===== config.mk =====
export PLATFORM = sky130hd
export DESIGN_NAME = gray_decode_scheduler
export DESIGN_NICKNAME = d
export VERILOG_FILES = /design/src/rtl/gray_sched_pkg.sv /design/src/rtl/rr_arbiter.sv /design/src/rtl/gray_decode_scheduler.sv
export SDC_FILE = /design/constraint.sdc
export NUM_CORES = 1
export LEC_CHECK = 0
export BUFFER_PORTS_ARGS = -buffer_cell sky130_fd_sc_hd__buf_2
export CAP_MARGIN = 10
export CORE_AREA = 4 4 55 70
export CTS_BUF_LIST = sky130_fd_sc_hd__clkbuf_16
export DETAILED_ROUTE_END_ITERATION = 8
export DIE_AREA = 0 0 59 74
export PLACE_DENSITY_LB_ADDON = 0.1
export SYNTH_ARGS = -nofsm -noshare
export SYNTH_HDL_FRONTEND = slang
export SYNTH_SLANG_ARGS = --single-unit
export TNS_END_PERCENT = 5

===== constraint.sdc =====
create_clock -name clk -period 4.7 [get_ports clk]
set_clock_uncertainty 0.05 [all_clocks]
set_input_delay 0.235 -clock clk [delete_from_list [all_inputs] [get_ports clk]]
set_output_delay 0.235 -clock clk [all_outputs]
set_load 0.02 [all_outputs]

===== src/rtl/gray_sched_pkg.sv =====
// Shared types and sizing helpers for the Gray-decode scheduler.
// Imported by the arbiter and the top-level scheduler.
package gray_sched_pkg;

    typedef enum logic [1:0] {
        IDLE   = 2'd0,
        DECODE = 2'd1,
        RESP   = 2'd2
    } state_t;

    localparam int DEFAULT_N_REQ = 4;
    localparam int DEFAULT_WIDTH = 4;

    // Requester-index width; a single requester still needs one bit.
    function automatic int id_width(input int n_req);
        return (n_req <= 1) ? 1 : $clog2(n_req);
    endfunction

endpackage


===== src/rtl/rr_arbiter.sv =====
// Combinational round-robin picker: the search starts at ptr and walks
// upward, wrapping modulo N_REQ; the first asserted request wins.
module rr_arbiter
    import gray_sched_pkg::*;
#(
    parameter int N_REQ = DEFAULT_N_REQ,
    parameter int ID_W  = id_width(DEFAULT_N_REQ)
) (
    input  logic [N_REQ-1:0] req,
    input  logic [ID_W-1:0]  ptr,
    output logic [N_REQ-1:0] grant,
    output logic [ID_W-1:0]  grant_id
);

    logic [ID_W:0]   sum;
    logic [ID_W-1:0] idx;
    logic            found;

    always_comb begin
        grant    = '0;
        grant_id = '0;
        found    = 1'b0;
        sum      = '0;
        idx      = '0;
        for (int i = 0; i < N_REQ; i++) begin
            // One extra bit so ptr + i never wraps before the modulo step.
            sum = {1'b0, ptr} + (ID_W + 1)'(i);
            if (sum >= (ID_W + 1)'(N_REQ)) begin
                sum = sum - (ID_W + 1)'(N_REQ);
            end
            idx = sum[ID_W-1:0];
            if (!found && req[idx]) begin
                found      = 1'b1;
                grant[idx] = 1'b1;
                grant_id   = idx;
            end
        end
    end

endmodule


===== src/rtl/gray_decode_scheduler.sv =====
// Round-robin scheduler sharing one registered Gray-to-binary decode stage
// among N_REQ requesters, with a single tagged valid/ready response port.
module gray_decode_scheduler
    import gray_sched_pkg::*;
#(
    parameter int N_REQ = DEFAULT_N_REQ,
    parameter int WIDTH = DEFAULT_WIDTH,
    localparam int ID_W = id_width(N_REQ)
) (
    input  logic                   clk,
    input  logic                   rst_n,
    input  logic [N_REQ-1:0]       req_valid,
    input  logic [N_REQ*WIDTH-1:0] req_gray,
    output logic [N_REQ-1:0]       req_ready,
    output logic                   rsp_valid,
    input  logic                   rsp_ready,
    output logic [ID_W-1:0]        rsp_id,
    output logic [WIDTH-1:0]       rsp_gray,
    output logic [WIDTH-1:0]       rsp_binary,
    output logic                   busy
);

    state_t           state_reg, state_next;
    logic [ID_W-1:0]  ptr_reg;
    logic [ID_W-1:0]  id_reg;
    logic [WIDTH-1:0] gray_reg;
    logic [WIDTH-1:0] bin_reg;
    logic [WIDTH-1:0] bin_next;
    logic             rsp_valid_reg;

    logic [N_REQ-1:0] grant;
    logic [ID_W-1:0]  grant_id;
    logic             capture;
    logic             decode_en;
    logic             rsp_done;

    logic [WIDTH-1:0] gray_word [N_REQ];

    generate
        for (genvar gi = 0; gi < N_REQ; gi++) begin : g_unpack
            assign gray_word[gi] = req_gray[gi*WIDTH +: WIDTH];
        end
    endgenerate

    rr_arbiter #(
        .N_REQ (N_REQ),
        .ID_W  (ID_W)
    ) u_arbiter (
        .req      (req_valid),
        .ptr      (ptr_reg),
        .grant    (grant),
        .grant_id (grant_id)
    );

    always_ff @(posedge clk or negedge rst_n) begin
        if (!rst_n) begin
            state_reg <= IDLE;
        end else begin
            state_reg <= state_next;
        end
    end

    // req_ready is gated by rst_n so nothing appears accepted while in reset.
    always_comb begin
        state_next = state_reg;
        req_ready  = '0;
        capture    = 1'b0;
        decode_en  = 1'b0;
        rsp_done   = 1'b0;
        case (state_reg)
            IDLE: begin
                req_ready = grant & {N_REQ{rst_n}};
                if (|grant) begin
                    capture    = 1'b1;
                    state_next = DECODE;
                end
            end
            DECODE: begin
                decode_en  = 1'b1;
                state_next = RESP;
            end
            RESP: begin
                if (rsp_ready) begin
                    rsp_done   = 1'b1;
                    state_next = IDLE;
                end
            end
            default: begin
                state_next = IDLE;
            end
        endcase
    end

    // MSB passes through; each lower bit folds in the running prefix XOR.
    always_comb begin
        bin_next = '0;
        bin_next[WIDTH-1] = gray_reg[WIDTH-1];
        for (int k = WIDTH - 2; k >= 0; k--) begin
            bin_next[k] = bin_next[k+1] ^ gray_reg[k];
        end
    end

    always_ff @(posedge clk or negedge rst_n) begin
        if (!rst_n) begin
            ptr_reg       <= '0;
            id_reg        <= '0;
            gray_reg      <= '0;
            bin_reg       <= '0;
            rsp_valid_reg <= 1'b0;
        end else begin
            if (capture) begin
                id_reg   <= grant_id;
                gray_reg <= gray_word[grant_id];
            end
            if (decode_en) begin
                bin_reg       <= bin_next;
                rsp_valid_reg <= 1'b1;
            end
            if (rsp_done) begin
                rsp_valid_reg <= 1'b0;
                ptr_reg <= (id_reg == ID_W'(N_REQ - 1)) ? '0 : id_reg + ID_W'(1);
            end
        end
    end

    assign rsp_valid  = rsp_valid_reg;
    assign rsp_id     = id_reg;
    assign rsp_gray   = gray_reg;
    assign rsp_binary = bin_reg;
    assign busy       = (state_reg != IDLE);

endmodule


==> results.sh <==
export IMPL_run_status="completed"
export IMPL_async_flop_share_pct=100
export IMPL_final_net_count=187
export IMPL_max_clock_path_buffers=2
export IMPL_vias=1019
export IMPL_grt_pass1_vias=1022
export IMPL_synth_net_count=148
export IMPL_share_of_synthesized_cell_area_in_and_or_nand_and_nor_gates_pct=9.70
export IMPL_timing_final_crit_period_ns=3.27
export IMPL_cts_root_buffer="clkbuf_16"
export IMPL_min_delay_path_depth=2
export IMPL_buffer_ports_inserted=38
export IMPL_hold_path_class="in -> reg"
export IMPL_grt_remaining_overflow=0
export IMPL_final_layout_size_suffix_gt1_share_pct=35.7
export IMPL_initial_core_util_pct=39.1
export IMPL_crit_path_category="reg -> out"
export IMPL_n_antenna_cell=0
export IMPL_netSwitchingFraction_pct=44.8
export IMPL_p_per_area_nw_per_um2=820
export IMPL_antenna_found_initial=0
export IMPL_post_synth_mux_area_share_pct=31.4
export IMPL_gp_routability_congestion=0.855
export IMPL_avg_synthesized_cell_area_um2=10.4
export IMPL_ir_worst_vdd_mv=0.429
export IMPL_cts_repair_resized=0
export IMPL_unrepaired_setup_endpoints_after_global_routing="false"
export IMPL_setup_ws_ns=1.43
export IMPL_final_core_util_pct=48.4
export IMPL_floorplan_die_area_um2=4370
export IMPL_netlist_area_leader_share_pct=30.3
export IMPL_wl_per_cell_um=14.2
export IMPL_die_h_um=74
export IMPL_synth_flop_cell="dfrtp_1"
export IMPL_std_cell_rows=23
export IMPL_numClockSinks=15
export IMPL_post_drt_via_cell_ratio=5.25
export IMPL_synth_top_cell_by_area="dfrtp_1"
export IMPL_synth_top_cells_by_area="dfrtp_1 30%, mux2i_1 18%, ha_1 6.1%"
export IMPL_grtUsageTotal_pct=13.5
export IMPL_detail_route_drc_violations=0
export IMPL_tritoncts_num_buffers=3
export IMPL_max_freq_mhz=305
export IMPL_timing_critical_path_fanout_max=14
export IMPL_detailedPlacementHpwl_mm=2.28
export IMPL_synth_compound_gate_area_share_pct=14.7
export IMPL_yosysSeqAreaShare_pct=30.3
export IMPL_met1Wirelength_mm=1.04
export IMPL_drt_antenna_violating_nets=0
export IMPL_final_min_period_over_clock_period_pct=69.6
export IMPL_floorplan_io_pins=39
export IMPL_area_delta_synth_final_pct=23.6
export IMPL_fin_cells=194
export IMPL_ys_warnings_count=0
export IMPL_power_internal_mw=0.693
export IMPL_insertion_delay_ns=0.24
export IMPL_slew_limit_headroom_pct=63.8
export IMPL_detailedPlace_worstSlack_ns=1.48
export IMPL_detail_route_iter0_violations=12
export IMPL_number_of_synthesized_flops_with_an_enable_pin=0
export IMPL_synth_xor_area_share_pct=2.12
export IMPL_synth_adder_area_share_pct=6.06
export IMPL_clk_pin_slew_ns=0.05
export IMPL_ctsHtreeMaxLevel=1
export IMPL_dr_wl_met3_um=77
export IMPL_worst_slew_pin_transition_ns=0.543
export IMPL_p_comb_share_pct=65.3
export IMPL_synth_ff_latch_count=15
export IMPL_grt_max_degree=17
export IMPL_finalWirelength_mm=2.76
export IMPL_crit_arrival_ns=2.99
export IMPL_setup_worst_path_end_class="output port"
export IMPL_leakagePower_nw=0.788
export IMPL_placed_cells=189
export IMPL_fillCellCount=307
export IMPL_finalHoldWorstSlack_ns=0.162
export IMPL_route_top_layer_used="met4"
export IMPL_finalSetupTns_ns=0
export IMPL_fp_coreArea_um2=3170
export IMPL_met2RoutedLength_mm=1.58
export IMPL_reg2reg_depth=8
export IMPL_grt_first_pass_wirelength_mm=4.52
export IMPL_synth_cell_area_um2=1240
export IMPL_synth_top_cells_by_count="22 x mux2i_1, 15 x dfrtp_1, 9 x nand2_1"
export IMPL_finalHoldViolations=0
export IMPL_synth_most_common_cell="mux2i_1"
export IMPL_post_synth_inst_count=119
export IMPL_dieWidth_um=59
export IMPL_clock_tree_from_tritoncts="built"
export IMPL_synth_lib_cells_used_distinct=33
export IMPL_timing_max_transition_violations_final=0
export IMPL_combinational_family_with_the_most_area_after_synthesis="multiplexers"
export IMPL_worst_ep_required_time_ns=4.41
export IMPL_start_kind="register"
export IMPL_clockPowerShare_pct=12.7
export IMPL_p_sw_mw=0.563
export IMPL_pwr_share_seq_pct=21.9
export IMPL_setup_violating_endpoint_count_in_the_final_report=0
export IMPL_drv_cap=0
export IMPL_firstDrtPassIters=2
-- cells in the final DEF (no fill, tap or decap), types with 2 or more instances in the layout --
cell type  instances
mux4_2             2
nand2_1            9
xor2_1             2
mux2_4             2
clkbuf_16          3
inv_1              9
buf_2             38
nor2_1             6
a21oi_1            7
o221ai_1           2
ha_1               6
nand2b_1           3
a22o_1             4
mux2_2             6
mux2i_1           22
dfrtp_1           15
o21ai_0            5
-- worst paths after layout --
kind,start,endpoint,slack (ns)
min,rsp_ready,state_reg[1]$_DFFE_PN0P_,0.16
min in group asynchronous,rst_n,rsp_gray[2]$_DFFE_PN0P_,0.38
max,ptr_reg[0]$_DFFE_PN0P_,req_ready[2],1.43
max in group asynchronous,rst_n,state_reg[1]$_DFFE_PN0P_,3.97
min reg2reg,rsp_binary[0]$_DFFE_PN0P_,rsp_binary[0]$_DFFE_PN0P_,0.42
max reg2reg,ptr_reg[0]$_DFFE_PN0P_,rsp_gray[2]$_DFFE_PN0P_,1.48
-- layout make-up --
cell class / count / area, um2 / share of cell area [%]
Tap cell: 37 / 46.3 / 3.02
Clock inverter: 1 / 3.75 / 0.245
Timing Repair Buffer: 40 / 208 / 13.6
Multi-Input combinational cell: 90 / 793 / 51.8
Clock buffer: 3 / 75.1 / 4.90
Sequential cell: 15 / 375 / 24.5
Inverter: 8 / 30.0 / 1.96
-- power groups by stage --
stage               registers, mW  logic, mW  clock network [mW]
global route                0.290      0.890               0.173
global placement            0.272      0.820                   0
CTS                         0.277      0.836               0.165
detailed placement          0.277      0.832                   0
floorplan                   0.300      0.634                   0
finish                      0.276      0.821               0.160
-- worst max-delay path, cell delays in order, from the launching register on --
cell	delay [ns]
dfrtp_1	0.68
inv_1	0.22
ha_1	0.42
mux4_2	0.42
nor3b_1	0.26
and2_1	0.31
nand2_1	0.10
a21oi_1	0.15
buf_2	0.18
-- metrics by stage --
stage                     area, um2  total power [mW]
after floorplan                1240             0.934
after global placement         1440              1.09
after detailed placement       1440              1.11
after CTS                      1530              1.28
after global routing           1530              1.35
final                          1530              1.26
-- per-layer routing --
metal / up-vias / GRT usage [%]
li1: 504 / -
met1: 485 / 14.0
met2: 22 / 25.6
met3: 8 / 1.56
met4: 0 / 7.56
met5: - / 0
-- timing repair --
action / 4_1_cts / 5_1_grt
buffers inserted: 0 / 0
endpoints found under the hold margin: 15 / 0
hold buffers: 1 / 0
-- cell families after synthesis --
kind of cell,after synthesis
muxes,33
AOI/OAI and AO/OA,24
and+or+nand+nor,24
DFF,15
buffers and inverters,14
adders and majority gates,6
xor gates and xnor gates,3
(Power assumes the default switching activity.)
